[src/rtl/key_event_gen.sv]
// rtl/key_event_gen.sv - debounced key levels to press/release/long/repeat event pulses
// Optional auto-repeat is built when KEY_REPEAT_EN is defined; otherwise key_rpt is constant 0.
module key_event_gen #(
    parameter int CLK_HZ    = 50_000_000,
    parameter int LONG_MS   = 1000,
    parameter int REPEAT_MS = 200
) (
    input  logic       clk,
    input  logic       rst_n,
    input  logic [3:0] key_in,
    output logic [3:0] key_press,
    output logic [3:0] key_release,
    output logic [3:0] key_long,
    output logic [3:0] key_rpt,
    output logic       key_evt,
    output logic [1:0] key_code
);
    localparam int DIV     = CLK_HZ / 1000;
    localparam int PW      = (DIV > 1) ? $clog2(DIV) : 1;
    localparam int CNT_MAX = (LONG_MS > REPEAT_MS) ? LONG_MS : REPEAT_MS;
    localparam int CW      = $clog2(CNT_MAX + 1);

    typedef enum logic [1:0] {IDLE, HELD, LONG} state_t;

    logic [3:0]    r_s1, r_s2, r_s3;
    logic [PW-1:0] r_pre;
    logic          w_tick;
    logic [3:0]    w_fall, w_rise;
    state_t        r_state    [4];
    state_t        w_state_nx [4];
    logic [CW-1:0] r_cnt      [4];
    logic [CW-1:0] w_cnt_nx   [4];
    logic [3:0]    w_press_nx, w_rel_nx, w_long_nx, w_rpt_nx, w_any;
    logic [1:0]    w_code_nx;
    logic [3:0]    r_press, r_rel, r_long, r_rpt;
    logic          r_evt;
    logic [1:0]    r_code;

    // Synchroniser resets to "released" so a key held through reset yields a fresh press.
    always_ff @(posedge clk or negedge rst_n) begin
        if (!rst_n) begin
            r_s1 <= 4'hF;
            r_s2 <= 4'hF;
            r_s3 <= 4'hF;
        end else begin
            r_s1 <= key_in;
            r_s2 <= r_s1;
            r_s3 <= r_s2;
        end
    end

    assign w_fall = ~r_s2 & r_s3;
    assign w_rise = r_s2 & ~r_s3;
    assign w_tick = (r_pre == PW'(DIV - 1));

    always_ff @(posedge clk or negedge rst_n) begin
        if (!rst_n) begin
            r_pre <= '0;
        end else if (w_tick) begin
            r_pre <= '0;
        end else begin
            r_pre <= r_pre + 1'b1;
        end
    end

    always_ff @(posedge clk or negedge rst_n) begin
        if (!rst_n) begin
            for (int k = 0; k < 4; k++) begin
                r_state[k] <= IDLE;
                r_cnt[k]   <= '0;
            end
        end else begin
            for (int k = 0; k < 4; k++) begin
                r_state[k] <= w_state_nx[k];
                r_cnt[k]   <= w_cnt_nx[k];
            end
        end
    end

    // Release is checked first in every held state so it suppresses a same-cycle long/repeat.
    always_comb begin
        w_press_nx = '0;
        w_rel_nx   = '0;
        w_long_nx  = '0;
        w_rpt_nx   = '0;
        for (int k = 0; k < 4; k++) begin
            w_state_nx[k] = r_state[k];
            w_cnt_nx[k]   = r_cnt[k];
            case (r_state[k])
                IDLE: begin
                    if (w_fall[k]) begin
                        w_press_nx[k] = 1'b1;
                        w_state_nx[k] = HELD;
                        w_cnt_nx[k]   = '0;
                    end
                end
                HELD: begin
                    if (w_rise[k]) begin
                        w_rel_nx[k]   = 1'b1;
                        w_state_nx[k] = IDLE;
                        w_cnt_nx[k]   = '0;
                    end else if (w_tick) begin
                        if (r_cnt[k] == CW'(LONG_MS - 1)) begin
                            w_long_nx[k]  = 1'b1;
                            w_state_nx[k] = LONG;
                            w_cnt_nx[k]   = '0;
                        end else begin
                            w_cnt_nx[k] = r_cnt[k] + 1'b1;
                        end
                    end
                end
                LONG: begin
                    if (w_rise[k]) begin
                        w_rel_nx[k]   = 1'b1;
                        w_state_nx[k] = IDLE;
                        w_cnt_nx[k]   = '0;
                    end
`ifdef KEY_REPEAT_EN
                    else if (w_tick) begin
                        if (r_cnt[k] == CW'(REPEAT_MS - 1)) begin
                            w_rpt_nx[k] = 1'b1;
                            w_cnt_nx[k] = '0;
                        end else begin
                            w_cnt_nx[k] = r_cnt[k] + 1'b1;
                        end
                    end
`endif
                end
                default: begin
                    w_state_nx[k] = IDLE;
                    w_cnt_nx[k]   = '0;
                end
            endcase
        end
    end

    assign w_any = w_press_nx | w_rel_nx | w_long_nx | w_rpt_nx;

    // Scan downward so the lowest active index is the one left standing.
    always_comb begin
        w_code_nx = r_code;
        for (int k = 3; k >= 0; k--) begin
            if (w_any[k]) begin
                w_code_nx = 2'(k);
            end
        end
    end

    always_ff @(posedge clk or negedge rst_n) begin
        if (!rst_n) begin
            r_press <= '0;
            r_rel   <= '0;
            r_long  <= '0;
            r_rpt   <= '0;
            r_evt   <= 1'b0;
            r_code  <= '0;
        end else begin
            r_press <= w_press_nx;
            r_rel   <= w_rel_nx;
            r_long  <= w_long_nx;
            r_rpt   <= w_rpt_nx;
            r_evt   <= |w_any;
            r_code  <= w_code_nx;
        end
    end

    assign key_press   = r_press;
    assign key_release = r_rel;
    assign key_long    = r_long;
    assign key_rpt     = r_rpt;
    assign key_evt     = r_evt;
    assign key_code    = r_code;
endmodule

[config.mk]
export PLATFORM = sky130hd
export DESIGN_NAME = key_event_gen
export DESIGN_NICKNAME = d
export VERILOG_FILES = /design/src/rtl/key_event_gen.sv
export SDC_FILE = /design/constraint.sdc
export NUM_CORES = 1
export LEC_CHECK = 0
export CORE_MARGIN = 5
export CORE_UTILIZATION = 60
export DETAILED_ROUTE_END_ITERATION = 10
export GPL_ROUTABILITY_DRIVEN = 0
export HOLD_SLACK_MARGIN = 0.03
export PLACE_DENSITY = 0.79
export SYNTH_ARGS = -nofsm -noshare
export SYNTH_HDL_FRONTEND = slang
export SYNTH_SLANG_ARGS = --single-unit
[constraint.sdc]
create_clock -name clk -period 2.35 [get_ports clk]
set_input_delay 0.47 -clock clk [delete_from_list [all_inputs] [get_ports clk]]
set_output_delay 0.47 -clock clk [all_outputs]
set_load 0.05 [all_outputs]
==> impl_metrics.json <==
{
  "core_area_mm2": 0.00733,
  "min_path_type": "flip-flop to flip-flop",
  "fp-row-count": 31,
  "drtPass1Iterations": 4,
  "synth_ff_type": "dfrtp_1",
  "pwr_density_cell_mw_per_mm2": 840,
  "fin_crit_sh_pct": 89.6,
  "syn_inst": 454,
  "clock_latency_ns": 0.36,
  "port_buffers": 20,
  "antenna_found_initial": 0,
  "wl_per_cell_um": 16.0,
  "ys_seq_area_share_pct": 50.3,
  "synth_edf_count": 0,
  "totalWireLength_mm": 9.45,
  "final_common_cell": "dfrtp_1",
  "cts.sinks": 91,
  "start_util_pct": 62.2,
  "setup_viol": 0,
  "n_fill_cell": 539,
  "ant_nets": 0,
  "tightest_slew_ns": 0.525,
  "grt_start_max_net_pins": 66,
  "power_mw": 4.34,
  "grt_usage_pct": 21.1,
  "root_buffer": "clkbuf_8",
  "cts_setup_buffers": 0,
  "setup_tns_ns": 0,
  "cts_buffer_depth": 2,
  "cp.required_ns": 2.62,
  "p_leak_nw": 2.19,
  "dieHeight_um": 97.2,
  "fin_worst_skew_ns": 0.00688,
  "avgSynthCellArea_um2": 10.0,
  "layout_common_cells": "79 x dfrtp_1, 44 x o21ai_0, 31 x nor2_1",
  "clk_pin_slew_ns": 0.08,
  "hold_ws_ns": 0.360,
  "outcome": "complete, no violations",
  "rsz0062_at_grt": "false",
  "dp_hpwl_mm": 6.50,
  "crit_path_max_fanout": 5,
  "cts_tree": "built",
  "fin_ws_ns": 0.245,
  "area_growth_pct": 13.4,
  "critPathLaunchType": "flip-flop",
  "nets": 510,
  "htree_levels": 3,
  "grt_pass1_vias": 3482,
  "synth_cell_types": 52,
  "io_pins": 25,
  "endpoint_kind": "flip-flop",
  "die_area_mm2": 0.00944,
  "fp.dieW_um": 97.2,
  "worst_ep_arrival_time_ns": 2.38,
  "relSlewSlack_pct": 64.7,
  "yosysWarnings": 0,
  "drt_iter0_drc": 177,
  "numCtsBuffers": 9,
  "drive_above_1_share_pct": 10.6,
  "path_class": "flip-flop to flip-flop",
  "pre_cts_slack_ns": 0.129,
  "synthArstFlopShare_pct": 100,
  "min_period_ns": 2.10,
  "peakVddDrop_mv": 0.556,
  "hold_viol": 0,
  "ys_ff_latch": 91,
  "vias": 3617,
  "via_per_inst": 6.12,
  "grt_pass1_wl_mm": 16.6,
  "num_antenna_cells": 0,
  "synth_area_mm2": 0.00456,
  "drc": 0,
  "max_freq_mhz": 475,
  "globalRouteOverflowTotal": 0,
  "maxCapViolations": 0,
  "finalMaxSlewViolations": 0
}
[cells by family (layout without fill, tap and decap cells)]
group                      after synthesis  count (layout)  share of synthesized area, %
and+or+nand+nor                        194             194                          24.2
buffers and inverters                   32              67                          3.35
xor gates and xnor gates                14              14                          2.69
DFF                                     91              91                          50.3
other                                    1               4                        0.0823
muxes                                    4               4                         0.988
AOI/OAI and AO/OA                      101             101                          13.8
adders and majority gates               17              17                          4.67
[synth_stat cells, types with 3 or more instances]
master / instances / area share [%]
nand2_1: 27 / 2.2
o21ai_0: 44 / 4.8
nand4bb_1: 3 / 0.74
or3_1: 5 / 0.69
o31ai_1: 13 / 2.1
o41ai_1: 7 / 1.3
dfrtp_1: 79 / 43
nand2b_1: 8 / 1.1
a311oi_1: 3 / 0.58
buf_2: 5 / 0.55
buf_4: 7 / 1.2
xor2_1: 7 / 1.3
a21oi_1: 17 / 1.9
nor3b_1: 7 / 1.2
nor2b_1: 3 / 0.41
and4_1: 3 / 0.58
nand3_1: 26 / 2.9
dfstp_2: 12 / 6.9
nand3b_1: 5 / 0.82
o22ai_1: 4 / 0.55
and2_1: 7 / 0.96
nand4b_1: 4 / 0.77
nor2_1: 31 / 2.6
xnor2_1: 7 / 1.3
ha_1: 17 / 4.7
nand4_1: 10 / 1.4
nor4_1: 4 / 0.55
nor3_1: 21 / 2.3
mux2_2: 4 / 0.99
and3_1: 14 / 1.9
or4_1: 7 / 1.2
inv_1: 18 / 1.5
[registers in the layout, summed over array words and instances, names as in the netlist]
signal and cells:
key_evt 1, key_long 4, r_pre 16, r_cnt 40
r_s3 4, key_code 2, key_press 4, key_release 4
r_s1 4, r_s2 4, r_state 8
[cell type report]
type                    count  area [um^2]  share of cell area [%]
inverters                  18         67.6                    1.31
flip-flops and latches     91         2290                    44.4
well taps                  99          124                    2.40
clock inverters             4         72.6                    1.40
multi-input cells         334         2130                    41.3
repair buffers             33          323                    6.25
clock buffers              12          155                    3.00
[stage by stage]
step | instances | instance area [um^2] | util, %
3_5_place_dp | 574 | 4920 | 67.1
4_1_cts | 591 | 5160 | 70.4
3_3_place_gp | 574 | 4920 | 67.1
2_1_floorplan | 457 | 4570 | -
6_report | 591 | 5170 | 70.5
5_1_grt | 591 | 5170 | 70.5
[worst max-delay path, stage by stage, from the launching register on]
cell     delay (ns)
dfrtp_1        0.38
inv_1          0.08
ha_1           0.23
nor3b_1        0.43
nor2_1         0.21
or4_1          0.48
o21ai_0        0.21
[timing repair]
item                       in CTS  in global routing
resized for setup               0                  2
hold buffers                    1                  0
hold endpoints to repair       23                  0
setup endpoints to repair       0                  6
[per-layer routing]
| metal | vias to the layer above | GRT usage, % | routed length (um) |
|---|---|---|---|
| met3 | 14 | 3.88 | 369 |
| met2 | 84 | 33.5 | 4550 |
| met4 | 0 | 6.80 | 132 |
| met1 | 1792 | 29.3 | 4400 |
| li1 | 1727 | - | - |
| met5 | - | 0 | 0 |
[path summary, 6_finish.rpt]
path	cells after the start	slack (ns)	to	from
max in group asynchronous	3	1.09	r_s1[0]	rst_n
hold / removal	0	0.36	r_s2[0]	r_s1[0]
setup reg to reg	6	0.25	r_cnt[11]	r_state[2]
min in group asynchronous	2	0.56	r_cnt[13]	rst_n
setup / recovery	6	0.25	r_cnt[11]	r_state[2]
hold reg to reg	0	0.36	r_s2[0]	r_s1[0]
[power breakdown]
group	internal [mW]	switching (mW)	total (mW)
logic	0.518	0.881	1.40
clock network	0.656	0.541	1.20
registers	1.68	0.0659	1.74
total	2.85	1.49	4.34
(Power assumes the default switching activity.)
